**src/rtl/gate_seq_pkg.sv**
```systemverilog
// Shared FSM encodings, vector-count constants and truth-table helper for the gate sequencer.
package gate_seq_pkg;

  typedef enum logic [1:0] {
    ST_IDLE   = 2'd0,
    ST_DRIVE  = 2'd1,
    ST_SAMPLE = 2'd2,
    ST_FINISH = 2'd3
  } state_t;

  localparam int unsigned NUM_VEC  = 4;
  localparam int unsigned LAST_IDX = NUM_VEC - 1;
  localparam int unsigned IDX_W    = 2;

  // Expected {y1,y2,y3} for vector idx, taken column-wise from the three truth tables.
  function automatic logic [2:0] exp_bits(input logic [NUM_VEC-1:0] e1,
                                          input logic [NUM_VEC-1:0] e2,
                                          input logic [NUM_VEC-1:0] e3,
                                          input logic [IDX_W-1:0]   idx);
    return {e1[idx], e2[idx], e3[idx]};
  endfunction

endpackage

```
**src/rtl/gate_seq_dwell_cnt.sv**
```systemverilog
// Loadable down-counter that saturates at zero; is_zero_c flags an expired dwell.
module gate_seq_dwell_cnt
  import gate_seq_pkg::*;
#(
  parameter int unsigned W = 8
) (
  input  logic         clk,
  input  logic         reset,
  input  logic         load,
  input  logic         dec,
  input  logic [W-1:0] load_val,
  output logic         is_zero_c
);

  logic [W-1:0] count;

  always_ff @(posedge clk) begin
    if (reset) begin
      count <= '0;
    end else if (load) begin
      count <= load_val;
    end else if (dec && (count != '0)) begin
      count <= count - W'(1);
    end
  end

  assign is_zero_c = (count == '0);

endmodule

```
**src/rtl/gate_seq_ctrl.sv**
```systemverilog
// Truth-table sequencer: walks {a,b} through 00..11, checks y1/y2/y3 against exp1..3.
// Optional first-mismatch capture ports are built when GATE_SEQ_CAPTURE_EN is defined.
module gate_seq_ctrl
  import gate_seq_pkg::*;
#(
  parameter int unsigned DWELL_W = 8
) (
  input  logic               clk,
  input  logic               reset,
  input  logic               start,
  input  logic [DWELL_W-1:0] dwell,
  input  logic [3:0]         exp1,
  input  logic [3:0]         exp2,
  input  logic [3:0]         exp3,
  output logic               a,
  output logic               b,
  input  logic               y1,
  input  logic               y2,
  input  logic               y3,
  output logic               busy,
  output logic               done,
  output logic               pass,
  output logic [3:0]         err_vec,
`ifdef GATE_SEQ_CAPTURE_EN
  output logic [2:0]         fail_y,
  output logic [1:0]         fail_idx,
  output logic               fail_valid,
`endif
  output logic [1:0]         vec_idx
);

  state_t             state;
  logic               cnt_zero_c;
  logic               cnt_load_c;
  logic               cnt_dec_c;
  logic               last_vec_c;
  logic               mismatch_c;
  logic [2:0]         obs_c;
  logic [DWELL_W-1:0] dwell_m1_c;
  logic [IDX_W-1:0]   next_idx_c;

  // A dwell of zero behaves as one, so the reload value never wraps.
  assign dwell_m1_c = (dwell == '0) ? '0 : dwell - DWELL_W'(1);
  assign last_vec_c = (vec_idx == IDX_W'(LAST_IDX));
  assign next_idx_c = vec_idx + IDX_W'(1);
  assign obs_c      = {y1, y2, y3};
  assign mismatch_c = (obs_c != exp_bits(exp1, exp2, exp3, vec_idx));
  assign cnt_load_c = ((state == ST_IDLE) && start) || ((state == ST_SAMPLE) && !last_vec_c);
  assign cnt_dec_c  = (state == ST_DRIVE);

  gate_seq_dwell_cnt #(.W(DWELL_W)) u_dwell_cnt (
    .clk       (clk),
    .reset     (reset),
    .load      (cnt_load_c),
    .dec       (cnt_dec_c),
    .load_val  (dwell_m1_c),
    .is_zero_c (cnt_zero_c)
  );

  always_ff @(posedge clk) begin
    if (reset) begin
      state   <= ST_IDLE;
      a       <= 1'b0;
      b       <= 1'b0;
      busy    <= 1'b0;
      done    <= 1'b0;
      pass    <= 1'b0;
      err_vec <= '0;
      vec_idx <= '0;
`ifdef GATE_SEQ_CAPTURE_EN
      fail_y     <= '0;
      fail_idx   <= '0;
      fail_valid <= 1'b0;
`endif
    end else begin
      done <= 1'b0;
      case (state)
        ST_IDLE: begin
          if (start) begin
            err_vec <= '0;
            pass    <= 1'b0;
            vec_idx <= '0;
            a       <= 1'b0;
            b       <= 1'b0;
            busy    <= 1'b1;
            state   <= ST_DRIVE;
`ifdef GATE_SEQ_CAPTURE_EN
            fail_y     <= '0;
            fail_idx   <= '0;
            fail_valid <= 1'b0;
`endif
          end
        end
        ST_DRIVE: begin
          if (cnt_zero_c) state <= ST_SAMPLE;
        end
        ST_SAMPLE: begin
          if (mismatch_c) begin
            err_vec[vec_idx] <= 1'b1;
`ifdef GATE_SEQ_CAPTURE_EN
            if (!fail_valid) begin
              fail_y     <= obs_c;
              fail_idx   <= vec_idx;
              fail_valid <= 1'b1;
            end
`endif
          end
          if (last_vec_c) begin
            a     <= 1'b0;
            b     <= 1'b0;
            busy  <= 1'b0;
            state <= ST_FINISH;
          end else begin
            vec_idx <= next_idx_c;
            {a, b}  <= next_idx_c;
            state   <= ST_DRIVE;
          end
        end
        ST_FINISH: begin
          // err_vec already includes the last vector's compare here.
          done  <= 1'b1;
          pass  <= (err_vec == 4'b0000);
          state <= ST_IDLE;
        end
        default: state <= ST_IDLE;
      endcase
    end
  end

endmodule

```
**config.mk**
```make
export PLATFORM = sky130hd
export DESIGN_NAME = gate_seq_ctrl
export DESIGN_NICKNAME = d
export VERILOG_FILES = /design/src/rtl/gate_seq_pkg.sv /design/src/rtl/gate_seq_dwell_cnt.sv /design/src/rtl/gate_seq_ctrl.sv
export SDC_FILE = /design/constraint.sdc
export NUM_CORES = 1
export LEC_CHECK = 0
export ABC_AREA = 1
export CORE_MARGIN = 2
export CORE_UTILIZATION = 35
export DETAILED_ROUTE_END_ITERATION = 16
export PLACE_DENSITY = 0.71
export SYNTH_ARGS = -nofsm -noshare
export SYNTH_HDL_FRONTEND = slang
export SYNTH_SLANG_ARGS = --single-unit
```
**constraint.sdc**
```tcl
create_clock -name clk -period 1.9 [get_ports clk]
set_clock_uncertainty 0.15 [all_clocks]
set_input_delay 0.57 -clock clk [delete_from_list [all_inputs] [get_ports clk]]
set_output_delay 0.57 -clock clk [all_outputs]
set_load 0.01 [all_outputs]
```
After elaboration in Yosys (flattened, before gate mapping)

Cells that the tools add are included.

Add/subtract/negate cells: 3
Multiply operators: 0
Div/mod/pow operators: 0
$lt $le $gt $ge: 2
Eq/ne operators: 10
Shift-type cells: 0
Mux-type cells: 31
Bitwise gates (word level): 1
Reduce and logical (&&, ||, !) cells: 20

Operators by type and width:

| operator              | number |
|---|---|
| $mux W8               | 3 |
| $logic_not A8 Y1      | 2 |
| $sub A8 B1 Y8 const B | 2 |
| $mux W1               | 10 |
| $mux W2               | 5 |
| $ne A2 B2 Y1 const B  | 5 |
| $reduce_and A3 Y1     | 3 |
| $mux W4               | 2 |
| $pmux W1 S2           | 4 |
| $pmux W2 S4           | 1 |
| $pmux W4 S2           | 1 |
| $reduce_bool A8 Y1    | 1 |
| $bmux W1 S2           | 3 |
| $eq A2 B2 Y1 const B  | 3 |
| $reduce_and A2 Y1     | 3 |
| $reduce_bool A2 Y1    | 3 |
| $logic_and A1 B1 Y1   | 4 |
| $logic_not A4 Y1      | 1 |
| $or A4 B4 Y4          | 1 |
| $pmux W2 S2           | 1 |
| $lt A2 B3 Y1 const B  | 1 |
| $ne A3 B3 Y1          | 1 |
| $add A2 B1 Y2 const B | 1 |
| $demux W1 S2          | 1 |
| 5 further kinds       | 5 |

Register bits after elaboration: 21
Latch bits: 0
Memory bits (writable): 0
Bits in read-only memories: 0
Input bits: 26
Output and inout bits: 11
Word-level logic and storage cells: 76
Memories kept: 0

Depth between registers and ports, before layout

Gate-level depths: netlist of run 1.

Word-level depth: 7
Gate-level depth with buffers: 11

By module

From an unflattened synthesis of run 1, not the netlist that was laid out.

Cell total of the unflattened synthesis: 244
Area, all modules: 1,498.9 um^2

By module, submodules not included:

| module             | instances | cells an instance | area an instance (um^2) |
|---|---|---|---|
| gate_seq_ctrl      | 1         | 140               | 898.4 |
| gate_seq_dwell_cnt | 1         | 104               | 600.6 |

Worst setup path before layout of run 1

No wires, ideal clock.

Path type: in2reg
Start: input dwell[0]
End: register u_dwell_cnt.count[7]
Arrival: 1.335 ns
Path slack: 0.304 ns
Stages on the path: 9
Buffers on the path: 0
Path through: inv_1 ha_1 nand2_1 o21ai_4 nor2_1 nand2_1 nand3_1 nand3_1 inv_1

Word-level cells in the longest chain between the ends: 3
Elaborated cells between the ends (all ways): 4
Classes of those cells: add/sub: 1; mux: 2; reduce/logical: 1

RTL lines:

| item                                                     | line                     | source |
|---|---|---|
| start, declared                                          | gate_seq_ctrl.sv:11      | `input logic [DWELL_W-1:0] dwell,` |
| $sub A8 B1 Y8 / $logic_not A8 Y1 (equally long branches) | gate_seq_ctrl.sv:43      | `assign dwell_m1_c = (dwell == '0) ? '0 : dwell - DWELL_W'(1);` |
| $mux W8 *                                                | gate_seq_ctrl.sv:43      |  |
| $mux W8 *                                                | gate_seq_dwell_cnt.sv:20 | `end else if (load) begin` |
| end signal, assigned                                     | gate_seq_dwell_cnt.sv:21 | `count <= load_val;` |
| end signal, assigned                                     | gate_seq_dwell_cnt.sv:23 | `count <= count - W'(1);` |
| end, declared                                            | gate_seq_dwell_cnt.sv:15 | `logic [W-1:0] count;` |

Mark *: on every way between the ends. The rest lies on a longest branch, timed or not.
A chain may end at the register's enable or synchronous reset.

Worst setup path in the final report of run 1

Start: register b
End: output b

RTL lines:

| item                   | line                 | source |
|---|---|---|
| start, declared        | gate_seq_ctrl.sv:16  | `output logic b,` |
| start signal, assigned | gate_seq_ctrl.sv:115 | `{a, b} <= next_idx_c;` |

No word-level cell between the ends.

==> out/metrics.csv, run 1 <==
stage,metric,value,unit
finish,Non-Filler Instances,321,
detailed_routing,DR vias/cell,4.648,
yosys,"flops & latches, synth",21,
sta,fin crit share,97.45,%
sta,WHS,313.4,ps
global_route,largest net degree at the start of global routing,13,
global_route,global route total overflow,0,
flow_run,MaxCap Viol Count,0,
critical_path,CP max stage cell,clkdlybuf4s50_1,
sta,final setup vio count,0,
placed_design,Detailed Place HPWL,2.731,mm
global_route,GRT Total Usage,15.44,%
status,outcome,"complete, no violations",
sta,RSZ-0062 raised after global routing,true,
power_and_ir_drop,Sw Ratio,41.99,%
detailed_routing,DR pass1 iterations,4,
worst_hold_path,Hold Crit Class,reg2reg,
global_route,number of antenna violations at the first check in global routing,0,
critical_path,Startpoint Class,flip-flop,
clocking,Bufs on Longest Clock Path,2,
finish,fraction of layout cells with a size suffix above 1,20.66,%
clocking,H-tree depth,1,
finish,number of diodes,0,
clocking,TritonCTS buffer count,3,
global_route,first-pass GRT wire length,5.547,mm
clocking,Clock Sinks,21,
detailed_routing,drt drc,0,
detailed_routing,initial DRC count,43,
sta,Fin. Hold Viols,0,
placed_design,DP Worst Slack,-258.5,ps
sta,Least-Margin Pin Slew,285.2,ps
critical_path,CP endpoint kind,output pin,
floorplanning,Die W,67.59,microns
yosys,Syn Nets,242,
sta,post-route setup slack,48.41,ps
floorplanning,Initial Util,35.89,%
power_and_ir_drop,Gate power share,55.3,%
critical_path,Crit Path Category,reg2out,
placed_design,input/output buffers,36,
clocking,Root Driver,clkbuf_8,
critical_path,CP required,1180,ps
yosys,count of yosys warnings during synthesis,0,
power_and_ir_drop,Peak supply drop,388.2,uV
placed_design,# placed instances,316,
power_and_ir_drop,sequential power share,30.2,%
sta,Slew HR,80.84,%
floorplanning,io pins,37,
detailed_routing,via count,1492,
floorplanning,Core ar.,0.003943,sq mm
power_and_ir_drop,PD cells,981.3,mW/mm^2
sta,fin crit period,1852,ps
yosys,Synth cell types,32,
clocking,CTS tree,yes,
placed_design,Final GP Congestion,0.7988,
yosys,Mapped Cells,208,
sta,Highest Clock Rate,0.5401,GHz
floorplanning,die area,0.004568,sq mm
finish,nets,306,
sta,Final Max Tran Viols,0,
power_and_ir_drop,Pleak,1.036,nW
finish,Syn-to-layout area delta,47.39,%
floorplanning,FP Rows,23,
floorplanning,Die Height,67.59,microns
detailed_routing,final WL,3.358,mm
clocking,Worst-path clk slew,80,ps
critical_path,Bufs and invs on worst path,1,
finish,# fillers,391,
detailed_routing,Routed Antenna Nets,0,
global_route,vias in the first global route,1385,
critical_path,CP peak stage delay,540,ps
power_and_ir_drop,Cell Int Power,1.187,mW
critical_path,"Max FO, Critical Path",2,
detailed_routing,WL/cell,10.46,microns
yosys,syn_area_per_cell,6.803,sq um
critical_path,crit-path cells,clkdlybuf4s50_1,
critical_path,Worst EP arrival,1130,ps
power_and_ir_drop,clock share of power,14.5,%
critical_path,CP top delay family,buffers and inverters,
yosys,register area share after synthesis,29.71,%
yosys,"Cell Area, Synth",0.001415,sq mm
clocking,cts hold-fix bufs,0,
power_and_ir_drop,P_sw,0.8595,mW
clocking,"Clk Latency, worst-skew pair",260,ps
==> final cells by class <==
| type | instances | area (sq um) | share of cell area, % |
|---|---|---|---|
| multi-input cells | 155 | 869.6 | 41.69 |
| repair buffers | 61 | 563.0 | 26.99 |
| flip-flops and latches | 21 | 421.7 | 20.22 |
| inverters | 30 | 122.6 | 5.879 |
| well taps | 50 | 62.56 | 2.999 |
| clock buffers | 3 | 41.29 | 1.980 |
| clock inverters | 1 | 5.005 | 0.2400 |
==> power by group through the flow <==
stage / Combinational [mW] / Clock (mW) / Sequential, mW
floorplan: 0.749 / 0 / 0.629
global placement: 1.11 / 0 / 0.627
detailed placement: 1.13 / 0 / 0.629
CTS: 1.13 / 0.300 / 0.620
global route: 1.29 / 0.318 / 0.633
finish: 1.13 / 0.296 / 0.618
==> cells in the final DEF, fill, tap and decap left out, types with 2 or more instances in the layout <==
cell type and n:
nor2_1 16, o21ai_1 3, nor2_2 5, dlymetal6s2s_1 7, buf_4 25, nand2_4 3, o21ai_0 10, clkdlybuf4s50_1 27
nand3_1 22, xor2_1 4, inv_2 5, dlygate4sd2_1 2, o22ai_1 2, ha_1 7, nand2_2 3, a21oi_2 2
inv_1 23, clkbuf_8 3, dfxtp_1 20, nand2_1 48, a21oi_1 17
==> synthesized netlist by cell type <==
cell type  count  area, sq um
o21ai_0       10        50.05
nor3_1         1        5.000
inv_8          1        11.26
clkbuf_1       1        3.750
buf_6          1        11.26
nand3_1       22        110.1
nand2_1       49        183.9
o22ai_1        2        12.51
o22ai_2        1        12.51
nand4_1        1        6.260
o21ai_4        1        16.27
xnor2_1        1        8.760
nor2_2         2        12.51
and3_1         1        6.260
nand2_4        3        33.78
o21ai_1        3        15.01
inv_1         25        93.84
inv_4          1        6.260
o211ai_1       1        7.510
nor4_1         1        6.260
nand3b_1       1        7.510
nor2_1        19        71.32
inv_2          3        11.26
nand2_2        2        12.51
a21oi_1       17        85.08
nand2_8        1        20.02
nor2_4         1        11.26
a21oi_2        2        17.52
ha_1           8        100.1
dfxtp_1       21        420.4
nand3_2        1        10.01
xor2_1         4        35.03
==> worst register-to-register path, stage by stage, from the launching register on <==
cell and delay, ps:
dfxtp_1 340, ha_1 240, inv_1 120, nand2_4 80
nand2_8 110, o21ai_4 90, buf_4 140, o22ai_2 90
nand2_1 70, a21oi_2 120
==> state kept, by name, summed over array words and instances (netlist names) <==
| register | cells |
|---|---|
| state | 2 |
| b | 1 |
| err_vec | 4 |
| done | 1 |
| vec_idx | 2 |
| a | 1 |
| u_dwell_cnt.count | 8 |
| pass | 1 |
| busy | 1 |
==> layer usage <==
metal	track usage, %	share of wire, %	up-vias
met5	0	0	-
met4	4.847	1.2	0
met3	3.000	6.0	6
met2	30.64	51	43
met1	15.90	42	642
li1	-	-	801
==> cells by family (layout without fill, tap and decap cells) <==
kind of cell	count (synthesis)	in the layout	synth area share [%]
simple gates	105	105	35.10
compound gates	37	37	15.30
buf+inv	32	95	9.726
flops	21	21	29.71
xor+xnor	5	5	3.094
fa+ha+maj	8	8	7.074
==> final timing paths <==
path / start / to / slack (ps) / cells after the start
worst max register to register: vec_idx[0] / u_dwell_cnt.count[4] / 280 / 9
worst min-delay path: u_dwell_cnt.count[3] / u_dwell_cnt.count[3] / 310 / 2
worst max-delay path: b / b / 50 / 1
worst min register to register: u_dwell_cnt.count[3] / u_dwell_cnt.count[3] / 310 / 2
==> per-stage QoR <==
step                area [sq um]  TNS (ps)  utilization, %  total power, mW
global route                2086    -66.16           52.90            2.245
global placement            2003     -1457           50.81            1.734
finish                      2086         0           52.90            2.047
floorplan                   1415         0               -            1.378
CTS                         2048         0           51.95            2.049
detailed placement          2003     -2004           50.81            1.758
==> timing repair <==
action / CTS / global route
pin swaps: 0 / 2
setup buffers: 0 / 1
setup endpoints to repair: 2 / 14
cloned: 0 / 0
gates resized for setup: 3 / 14
Power figures use the tool's default switching activity.
==> inputs of run 2 (changes only) <==
--- a/config.mk
+++ b/config.mk
@@ -9,7 +9,8 @@
 export CORE_MARGIN = 2
 export CORE_UTILIZATION = 35
 export DETAILED_ROUTE_END_ITERATION = 16
-export PLACE_DENSITY = 0.71
+export PLACE_DENSITY = 0.7
 export SYNTH_ARGS = -nofsm -noshare
 export SYNTH_HDL_FRONTEND = slang
+export SYNTH_HIERARCHICAL = 1
 export SYNTH_SLANG_ARGS = --single-unit
==> out/metrics.csv, run 2 <==
stage,metric,value,unit
yosys,syn_area_per_cell,6.143,sq um
sta,Final Max Tran Viols,0,
finish,Non-Filler Instances,352,
global_route,vias in the first global route,1459,
finish,fin util,54.42,%
yosys,synth top area cells,"dfxtp_1 (28%), nand2_1 (17%), nand3_1 (9.3%)",
detailed_routing,WL/cell,11.14,microns
floorplanning,FP Rows,23,
yosys,most numerous cell in the Yosys netlist,nand2_1,
critical_path,crit-path cells,clkdlybuf4s50_1,
yosys,Synth cell types,26,
yosys,dominant synthesized flop cell,dfxtp_1,
clocking,Worst-path clk slew,80,ps
global_route,number of antenna violations at the first check in global routing,0,
critical_path,CP required,1180,ps
finish,register area,421.7,sq um
detailed_routing,drt drc,0,
sta,Highest Clock Rate,0.5386,GHz
clocking,CTS tree,yes,
yosys,"flops & latches, synth",21,
clocking,Root Driver,clkbuf_8,
critical_path,CP top delay family,buffers and inverters,
yosys,register area share after synthesis,28.05,%
critical_path,Worst EP arrival,1140,ps
worst_hold_path,Hold Crit Class,reg2reg,
sta,fin crit share,97.72,%
sta,RSZ-0062 raised after global routing,true,
detailed_routing,DR vias/cell,4.753,
power_and_ir_drop,PD cells,883.2,mW/mm^2
floorplanning,Die W,69.44,microns
critical_path,CP endpoint kind,output pin,
sta,Least-Margin Pin Slew,467.9,ps
global_route,first-pass GRT wire length,6.368,mm
yosys,most frequent cells after synthesis,"nand2_1 (67), inv_1 (29), nand3_1 (28)",
clocking,TritonCTS buffer count,3,
clocking,H-tree depth,1,
finish,# fillers,401,
critical_path,Startpoint Class,flip-flop,
global_route,largest net degree at the start of global routing,13,
finish,"most common cell after layout, fill and taps aside",nand2_1,
critical_path,Crit Path Category,reg2out,
finish,max reg flops,8,
power_and_ir_drop,Peak supply drop,724.2,uV
flow_run,MaxCap Viol Count,0,
clocking,"Clk Latency, worst-skew pair",260,ps
yosys,post-synth top area share,28.05,%
critical_path,CP peak stage delay,540,ps
finish,multi-input logic area,960.9,sq um
detailed_routing,DR pass1 iterations,4,
yosys,Mapped Cells,244,
yosys,count of yosys warnings during synthesis,6,
sta,fin crit period,1857,ps
critical_path,CP max stage cell,clkdlybuf4s50_1,
sta,Fin. Hold Viols,0,
sta,Slew HR,68.69,%
status,outcome,"complete, no violations",
floorplanning,io pins,37,
finish,Top Registers,"u_dwell_cnt/count: 8 flops, err_vec: 4 flops",
floorplanning,Die Height,69.44,microns
floorplanning,die area,0.004822,sq mm
yosys,"Cell Area, Synth",0.001499,sq mm
detailed_routing,final WL,3.920,mm
finish,most frequent cells in the layout,"nand2_1 (65), inv_1 (27), nand3_1 (25)",
global_route,global route total overflow,0,
placed_design,input/output buffers,36,
critical_path,"Max FO, Critical Path",2,
detailed_routing,via count,1673,
global_route,GRT Total Usage,15.62,%
clocking,cts hold-fix bufs,0,
power_and_ir_drop,Design Power,1.950,mW
detailed_routing,Routed Antenna Nets,0,
finish,Top reg by flops,u_dwell_cnt/count,
yosys,Post-synth ARST share,0,%
placed_design,# placed instances,346,
yosys,Post-synth EDFFs,0,
power_and_ir_drop,Pleak,1.169,nW
sta,post-route setup slack,43.38,ps
sta,final setup vio count,0,
placed_design,DP Worst Slack,-370.3,ps
detailed_routing,initial DRC count,59,
placed_design,Final GP Congestion,0.9009,
placed_design,Detailed Place HPWL,3.015,mm
finish,fraction of layout cells with a size suffix above 1,19.87,%
yosys,Syn Nets,278,
finish,number of diodes,0,
critical_path,Bufs and invs on worst path,1,
finish,nets,337,
clocking,Bufs on Longest Clock Path,2,
floorplanning,Initial Util,36.94,%
yosys,Synth area leader,dfxtp_1,
finish,Syn-to-layout area delta,47.33,%
clocking,Clock Sinks,21,
floorplanning,Core ar.,0.004058,sq mm
==> run 2: cell types whose count changed in the layout (fill, tap and decap cells not counted), sizes merged, moves of 5 or more <==
cell / delta
buf: -5
inv: +6
clkdlybuf4s50: -5
nand3: +7
o21ai: -9
nor2: +6
nand2: +19
==> run 2: stage by stage <==
stage	hold WS, ps	instance area [sq um]	TNS [ps]
after floorplan	318.4	1499	0
after global routing	342.9	2208	-105.5
final	312.9	2208	0
after CTS	322.4	2100	0
after detailed placement	310.7	2046	-3361
after global placement	297.8	2046	-3015
==> run 2: where the power goes <==
group	total [mW]	internal (mW)	leakage, nW	switching [mW]
Clock	0.298	0.146	0.0255	0.152
Sequential	0.594	0.517	0.172	0.0770
Combinational	1.06	0.449	0.971	0.609
Total	1.95	1.11	1.17	0.838
==> run 2: cell families (layout without fill, tap and decap cells) <==
| family | after synthesis | in the layout | synth area share, % |
|---|---|---|---|
| buf+inv | 40 | 98 | 10.93 |
| flops | 21 | 21 | 28.05 |
| compound gates | 29 | 29 | 10.18 |
| simple gates | 145 | 145 | 43.57 |
| fa+ha+maj | 8 | 8 | 6.678 |
| xor+xnor | 1 | 1 | 0.5844 |
==> run 2: final cells by class <==
type,count,area share (%)
multi-input cells,183,43.51
repair buffers,57,25.67
flip-flops and latches,21,19.09
inverters,37,6.799
well taps,50,2.833
clock buffers,3,1.870
clock inverters,1,0.2266
==> run 2: final timing paths <==
path / to / depth (start not counted) / start / slack, ps
min reg2reg: busy / 2 / busy / 310
max: pass / 1 / pass / 40
min: busy / 2 / busy / 310
max reg2reg: u_dwell_cnt/count[5] / 8 / state[0] / 290
==> run 2: what timing repair did <==
item                       CTS  global route
gates cloned                 0             1
gates resized for setup      9            25
buffers inserted             0             1
setup endpoints to repair   10            15
pin swaps                    1             5
==> run 2: per-layer routing <==
metal,vias up,share of wire [%],track usage (%)
li1,895,-,-
met1,748,48,21.86
met2,28,48,25.64
met3,2,3.4,2.907
met4,0,0.48,1.961
met5,-,0,0
==> run 2: tightest hold or removal path: stages (launching register included) <==
cell and delay [ps]:
dfxtp_1 320, nand2_1 60, a21oi_1 50
==> inputs of run 3 (changes only) <==
--- a/config.mk
+++ b/config.mk
@@ -9,6 +9,7 @@
 export CORE_MARGIN = 2
 export CORE_UTILIZATION = 35
 export DETAILED_ROUTE_END_ITERATION = 16
+export GPL_ROUTABILITY_DRIVEN = 0
 export PLACE_DENSITY = 0.7
 export SYNTH_ARGS = -nofsm -noshare
 export SYNTH_HDL_FRONTEND = slang
==> results of run 3 <==
The final DEF is identical to that of run 2; final timing and power are the same.
